### src/rtl/phys_tag_scoreboard_pkg.sv
// rtl/phys_tag_scoreboard_pkg.sv - shared physical-tag sizing and tag type
package phys_tag_scoreboard_pkg;

  localparam int PREGS     = 30;
  localparam int ARCH_REGS = 6;
  localparam int TAG_W     = 5;
  localparam int WB_PORTS  = 2;

  typedef logic [TAG_W-1:0] tag_t;
  typedef logic [TAG_W:0]   cnt_t;

  // Tags at or above PREGS are not backed by a physical register.
  function automatic logic tag_in_range(input tag_t t);
    return {1'b0, t} < cnt_t'(PREGS);
  endfunction

endpackage

### src/rtl/tag_free_fifo.sv
// rtl/tag_free_fifo.sv - circular free-tag pool with ascending reset image
module tag_free_fifo
  import phys_tag_scoreboard_pkg::*;
#(
  parameter int FIRST = ARCH_REGS,
  parameter int LAST  = PREGS - 1
) (
  input  logic clk,
  input  logic rst,
  input  logic push,
  input  tag_t push_tag,
  input  logic pop,
  output tag_t head,
  output cnt_t count
);

  localparam int   DEPTH    = 2 ** TAG_W;
  localparam int   FILL     = LAST - FIRST + 1;
  localparam cnt_t FILL_CNT = cnt_t'(FILL);

  typedef logic [DEPTH-1:0][TAG_W-1:0] image_t;

  function automatic image_t init_image();
    image_t img;
    for (int i = 0; i < DEPTH; i++) begin
      img[i] = (i < FILL) ? tag_t'(FIRST + i) : '0;
    end
    return img;
  endfunction

  localparam image_t IMAGE = init_image();

  image_t mem;
  cnt_t   rd_ptr;
  cnt_t   wr_ptr;
  logic   do_pop;
  logic   do_push;

  assign count  = wr_ptr - rd_ptr;
  assign head   = mem[rd_ptr[TAG_W-1:0]];
  assign do_pop = pop && (count != '0);
  // A push into a full pool is dropped unless a pop frees a slot in the same cycle.
  assign do_push = push && tag_in_range(push_tag) && ((count != FILL_CNT) || do_pop);

  always_ff @(posedge clk or negedge rst) begin
    if (!rst) begin
      mem    <= IMAGE;
      rd_ptr <= '0;
      wr_ptr <= FILL_CNT;
    end else begin
      if (do_push) begin
        mem[wr_ptr[TAG_W-1:0]] <= push_tag;
        wr_ptr                 <= wr_ptr + cnt_t'(1);
      end
      if (do_pop) begin
        rd_ptr <= rd_ptr + cnt_t'(1);
      end
    end
  end

endmodule

### src/rtl/phys_tag_scoreboard.sv
// rtl/phys_tag_scoreboard.sv - physical tag allocator and done-flag scoreboard
module phys_tag_scoreboard
  import phys_tag_scoreboard_pkg::*;
(
  input  logic                      clk,
  input  logic                      rst,
  input  logic                      alloc_valid,
  output logic                      alloc_ready,
  output logic [TAG_W-1:0]          alloc_tag,
  input  logic [WB_PORTS-1:0]       wb_valid,
  input  logic [WB_PORTS*TAG_W-1:0] wb_tag,
  input  logic                      free_valid,
  input  logic [TAG_W-1:0]          free_tag,
  output logic [PREGS-1:0]          done_flags,
  output logic [TAG_W:0]            free_count
);

  logic             alloc_fire;
  logic [PREGS-1:0] done_next;
  tag_t             wt;

  tag_free_fifo #(
    .FIRST(ARCH_REGS),
    .LAST (PREGS - 1)
  ) u_pool (
    .clk     (clk),
    .rst     (rst),
    .push    (free_valid),
    .push_tag(free_tag),
    .pop     (alloc_valid),
    .head    (alloc_tag),
    .count   (free_count)
  );

  assign alloc_ready = (free_count != '0);
  assign alloc_fire  = alloc_valid && alloc_ready;

  // Writebacks set first; the allocation clear is applied last so it wins.
  always_comb begin
    done_next = done_flags;
    wt        = '0;
    for (int i = 0; i < WB_PORTS; i++) begin
      wt = wb_tag[i*TAG_W +: TAG_W];
      if (wb_valid[i] && tag_in_range(wt)) begin
        done_next[wt] = 1'b1;
      end
    end
    if (alloc_fire) begin
      done_next[alloc_tag] = 1'b0;
    end
  end

  always_ff @(posedge clk or negedge rst) begin
    if (!rst) begin
      done_flags <= '1;
    end else begin
      done_flags <= done_next;
    end
  end

endmodule

### config.mk
export PLATFORM = sky130hd
export DESIGN_NAME = phys_tag_scoreboard
export DESIGN_NICKNAME = d
export VERILOG_FILES = /design/src/rtl/phys_tag_scoreboard_pkg.sv /design/src/rtl/tag_free_fifo.sv /design/src/rtl/phys_tag_scoreboard.sv
export SDC_FILE = /design/constraint.sdc
export NUM_CORES = 1
export LEC_CHECK = 0
export ABC_AREA = 0
export ABC_CLOCK_PERIOD_IN_PS = 8280
export BUFFER_PORTS_ARGS = -buffer_cell sky130_fd_sc_hd__buf_2
export CORE_UTILIZATION = 65
export DETAILED_ROUTE_END_ITERATION = 8
export GPL_TIMING_DRIVEN = 0
export PLACE_DENSITY = 0.94
export SYNTH_ARGS = -nofsm -noshare
export SYNTH_HDL_FRONTEND = slang
export SYNTH_SLANG_ARGS = --single-unit
### constraint.sdc
create_clock -name clk -period 8.28 [get_ports clk]
set_clock_uncertainty 0.1 [all_clocks]
set_input_delay 0.828 -clock clk [delete_from_list [all_inputs] [get_ports clk]]
set_output_delay 0.828 -clock clk [all_outputs]
set_load 0.01 [all_outputs]
==> metrics.txt, run 1 <==
Sequential Power Share 33.3%; die area 16630 um2; # rows 46; Synth cell types 65; final worst path period need 5094 ps; # resized after CTS 0; Comb pwr share 46.6%; number of buffers added on ports 62; CP required 7350 ps; r2r worst-path depth 11; Area contributors post-synth dfrtp_1 25%, dfstp_2 24%, mux2_2 18%; CP Class flip-flop to output port; Final setup viols 0; Die Ht 129.0 um; DRT Wirelength 27760 um; postcts setup bufs 0; fin crit share 61.53%; clock root cell clkbuf_16; crit path from u_pool.rd_ptr[1]; Boundary Pins 63; Worst-path clk slew 60 ps; top-area cell type share of the netlist area 25.32%; Remaining Overflow, GRT 0; run status finished clean; hpwl dp 18980 um; Worst-Margin Slew 986.7 ps; register area 5175 um2; CTS tree built; number of global-route vias before repair 7683; DR vias 7741; nets 895; Post-Syn Nets 808; CTS Sinks 202; max-capacitance violation count 0; Vias/cell 7.069; largest net degree at the start of global routing 108; core area 15830 um2; first-pass GRT wire length 42930 um; clock buffer depth 3; number of synthesized flops with an enable pin 0; Pre-antenna DRT Iters 7; P per Cell Area 455.9 nW/um2; Total GRT Usage 34.57%; Startpoint Class flip-flop; f_max 196.3 MHz; Mapped Avg Cell Area 13.50 um2; area of the multi-input gates 4971 um2; worst-path maximum fanout 10; Clock Power Share 20.1%; Die X 129.0 um; Filler cells 930; Detailed Route Iter0 Violations 1022; Setup TNS Final 0 ps; Mapped Area 10480 um2; Worst VDD drop 0.2672 mV; Yosys reg bits 202; Hold Buf Count CTS 0; share of cells above drive strength 1 48.69%; RSZ-0062 raised after global routing false; WL/cell 25.35 um; Static Leak 5.041 nW; worst skew pair latency 500 ps; final hold vios 0; Slew Limit Fails 0; Crit. End Element output port; gpl congestion 0.9266; Antenna Diode Count 0; NetSw 2.129 mW; R2R Setup Slk 3880 ps; RR Startpoint u_pool.rd_ptr[1]; Slew HR 32.52%; Max H-tree Level 1; Sw Ratio 39.20%; initial core utilization 66.19%; Hold Path Class input port to asynchronous set/reset pin; Internal 3.301 mW; PnR worst setup slack 3186 ps; Critical R2R Capture u_pool.mem[107]; antenna violations before repair 0; crit path DAT 4170 ps; share of synthesized registers carrying an async set or reset 100.0%; YS warnings 0; DRC viols 0; ys flop type dfrtp_1; Routed Antenna Nets 0; sequential area share after synthesis 49.40%; cell accounting for the most synthesized area dfrtp_1; Layout area overhead 13.70%; crit path capture alloc_ready; Synth Instances 776; CTS Buf Count 22; pre-CTS setup slack 3891 ps
per-layer routing:
metal  up-vias  global-route usage [%]  part of all wire, %
li1       3233                       -                    -
met1      3879                   44.77                   38
met2       511                   56.69                   48
met3       118                   6.570                  9.3
met4         0                   16.12                  4.7
met5         -                       0                    0
cells in the final DEF (no fill, tap or decap), drive strengths merged, types with 5 or more instances in the layout:
cell,n
nor2,16
and3,6
o221ai,6
mux2,168
bufinv,5
nor2b,7
o32a,14
nand3,7
mux4,17
mux2i,44
a221oi,8
buf,81
clkbuf,66
a22oi,8
o21ai,12
inv,12
a211oi,6
and2,7
dfstp,96
ha,10
o22ai,30
dfrtp,106
nand2,10
nand3b,9
clkinv,5
o2111ai,34
xnor2,12
o211ai,10
o22a,16
cell families after synthesis:
| group | count (synthesis) | share of synthesized area (%) |
|---|---|---|
| buf+inv | 66 | 3.153 |
| fa+ha+maj | 11 | 1.385 |
| mux | 229 | 25.99 |
| simple gates | 86 | 4.825 |
| xor+xnor | 13 | 1.087 |
| flops | 202 | 49.40 |
| compound gates | 169 | 14.16 |
area by class of cell:
type,count,area share (%)
plain buffers,54,2.395
clock buffers,30,5.389
clock inverters,10,1.471
inverters,12,0.3782
multi-input cells,508,41.73
flip-flops and latches,202,43.45
well taps,216,2.269
repair buffers,63,2.920
Yosys cell counts, drive strengths merged, types with 7 or more instances:
master   count
a221oi       8
a22oi        8
and2         7
buf         18
clkbuf      36
dfrtp      106
dfstp       96
ha          10
inv         12
mux2       168
mux2i       44
mux4        17
nand2       10
nand3        7
nand3b       9
nor2        16
nor2b        7
o2111ai     34
o211ai      10
o21ai       12
o22a        16
o22ai       30
o32a        14
xnor2       12
registers in the layout (all words and copies together), names as in the netlist:
register,cells
u_pool.mem,160
done_flags,30
u_pool.rd_ptr,6
u_pool.wr_ptr,6
power by group through the flow:
stage / clock network [mW] / registers (mW) / logic [mW]
after floorplan: 0 / 1.77 / 1.70
after global placement: 0 / 1.77 / 2.33
after detailed placement: 0 / 1.81 / 2.42
after CTS: 1.10 / 1.80 / 2.47
after global routing: 1.14 / 1.85 / 2.67
final: 1.09 / 1.81 / 2.53
worst min path at each step:
stage / from / end / slack, ps / cells past startpoint
after floorplan: u_pool.wr_ptr[5] / u_pool.wr_ptr[5] / 370 / 1
after detailed placement: u_pool.mem[10] / u_pool.mem[10] / 390 / 1
after global placement: u_pool.mem[50] / u_pool.mem[50] / 380 / 1
after CTS: rst / u_pool.mem[27] / 270 / 1
after global routing: rst / u_pool.mem[27] / 300 / 1
final: rst / u_pool.mem[27] / 210 / 1
worst max-delay path, stage by stage (launching register included):
cell      delay [ps]
dfrtp_1          420
buf_2            300
buf_2            360
inv_1            180
ha_1             300
nor2b_1          140
o31a_1           270
o22a_1           230
mux2i_1          310
clkbuf_1         420
clkbuf_1         400
or2_2            200
buf_2            120
stage by stage:
step	hold WS (ps)	total power [mW]	std cells	utilization [%]	cell area [um2]
floorplan	365.2	3.464	776	-	10480
global placement	379.8	4.103	1054	69.86	11060
detailed placement	388.9	4.225	1055	70.09	11090
CTS	267.7	5.359	1095	75.26	11910
global route	299.0	5.662	1095	75.26	11910
finish	213.8	5.430	1095	75.26	11910
No activity file was read; power rests on OpenSTA's default activity.
==> run 2, diff against run 1 <==
--- a/config.mk
+++ b/config.mk
@@ -6,12 +6,12 @@
 export NUM_CORES = 1
 export LEC_CHECK = 0
 export ABC_AREA = 0
-export ABC_CLOCK_PERIOD_IN_PS = 8280
+export ABC_CLOCK_PERIOD_IN_PS = 5150
 export BUFFER_PORTS_ARGS = -buffer_cell sky130_fd_sc_hd__buf_2
-export CORE_UTILIZATION = 65
+export CORE_UTILIZATION = 61
 export DETAILED_ROUTE_END_ITERATION = 8
 export GPL_TIMING_DRIVEN = 0
-export PLACE_DENSITY = 0.94
+export PLACE_DENSITY = 0.9
 export SYNTH_ARGS = -nofsm -noshare
 export SYNTH_HDL_FRONTEND = slang
 export SYNTH_SLANG_ARGS = --single-unit
==> constraint.sdc (replaced) <==
create_clock -name clk -period 5.15 [get_ports clk]
set_clock_uncertainty 0.1 [all_clocks]
set_input_delay 0.515 -clock clk [delete_from_list [all_inputs] [get_ports clk]]
set_output_delay 0.515 -clock clk [all_outputs]
set_load 0.01 [all_outputs]
==> run 2 against run 1 <==
The run now ends with negative hold slack left. Die area rose by 6.5%. Flip-flop and latch count did not move. Cell count rose by 0.37%. Non-clock buffer count did not move. Clock-buffer cell count fell by 3. Critical path depth did not move. Critical path type unchanged. Largest cell class unchanged.
==> metrics.txt, run 2 (same netlist as run 1, synthesis figures left out) <==
commonest non-fill, non-tap cell in the layout mux2_2; RSZ-0062 raised after global routing false; Slew HR 23.84%; die area 17700 um2; Die X 133.1 um; max FFs per register 160; Boundary Pins 63; number of buffers added on ports 62; final worst path period need 4721 ps; fin crit share 91.67%; worst skew pair latency 520 ps; Static Leak 5.033 nW; WL/cell 25.19 um; crit path DAT 4110 ps; Slew Limit Fails 0; DRT Wirelength 27690 um; postcts setup bufs 0; number of global-route vias before repair 7874; CTS Buf Count 22; DR vias 7681; # resized after CTS 0; antenna violations before repair 0; clock buffer depth 3; hold_ws -48.57 ps; RR Startpoint u_pool.rd_ptr[1]; max-capacitance violation count 0; run status finished, violations left; Antenna Diode Count 0; core area 16700 um2; largest registers u_pool.mem: 160 flops, done_flags: 30 flops; Finished Cell Area 11900 um2; CTS tree built; Top reg by flops u_pool.mem; f_max 211.8 MHz; nets 895; commonest non-fill, non-tap cells in the layout 168 x mux2_2, 106 x dfrtp_1, 96 x dfstp_2; CP required 4530 ps; largest net degree at the start of global routing 113; Pre-antenna DRT Iters 5; gpl congestion 0.9517; placed instance area 11100 um2; crit path from u_pool.rd_ptr[1]; Worst VDD drop 0.4993 mV; Max H-tree Level 1; Total GRT Usage 31.82%; DRC viols 0; Worst-Margin Slew 1114 ps; first-pass GRT wire length 43070 um; P per Cell Area 727.9 nW/um2; Crit. End Element output port; final core occ 71.25%; # rows 47; final hold vios 19; Final setup viols 0; Remaining Overflow, GRT 0; share of cells above drive strength 1 48.69%; hpwl dp 19060 um; initial core utilization 62.73%; Detailed Route Iter0 Violations 704; CP Class flip-flop to output port; Hold Path Class input port to asynchronous set/reset pin; failing checks negative hold slack; Layout area overhead 13.58%; Hold Buf Count CTS 0; Worst-path clk slew 60 ps; Startpoint Class flip-flop; Setup TNS Final 0 ps; clock root cell clkbuf_16; Die Ht 133.1 um; worst-path maximum fanout 10; CTS Sinks 202; Power Total 8.661 mW; Routed Antenna Nets 0; Vias/cell 6.989
[run 2: layout make-up]
cell class / instances / area, um2
flip-flops and latches: 202 / 5175
multi-input cells: 508 / 4971
fillers: 1094 / 4802
clock buffers: 27 / 599.3
repair buffers: 63 / 347.8
plain buffers: 54 / 285.3
well taps: 220 / 275.3
clock inverters: 13 / 200.2
inverters: 12 / 45.04
[run 2: worst paths after layout]
| kind | endpoint | slack [ps] | depth (start not counted) |
|---|---|---|---|
| setup / recovery | alloc_ready | 430 | 12 |
| hold / removal | u_pool.mem[27] | -50 | 1 |
| setup reg to reg | u_pool.mem[100] | 730 | 11 |
| hold reg to reg | u_pool.mem[10] | 400 | 1 |
| max in group asynchronous | u_pool.mem[7] | 4040 | 2 |
| min in group clk | u_pool.mem[117] | 240 | 2 |
[run 2: stage by stage]
stage               instances  hold slack [ps]  worst slack [ps]
detailed placement       1059            386.7             914.5
floorplan                 776            119.4              1911
global route             1099            28.68             277.8
CTS                      1099            3.569             506.4
finish                   1099           -48.57             429.1
global placement         1058            380.2             288.2
[run 2: per-layer routing]
layer  vias to the layer above  part of all wire [%]  track usage [%]
met5                         -                     0                0
met4                         0                   4.7            16.22
met3                       117                   8.7            6.552
met2                       455                    47            50.87
met1                      3899                    40            41.23
li1                       3210                     -                -
[run 2: where the power goes]
part / internal, mW / switching, mW
Clock: 1.08 / 0.651
Combinational: 1.67 / 2.34
Sequential: 2.51 / 0.401
Total: 5.27 / 3.40
[run 2: critical path: stages (launching register included)]
cell	delay, ps
dfrtp_1	400
buf_2	320
buf_2	360
inv_1	200
ha_1	310
nor2b_1	140
o31a_1	270
o22a_1	230
mux2i_1	280
clkbuf_1	400
clkbuf_1	390
or2_2	190
buf_2	120
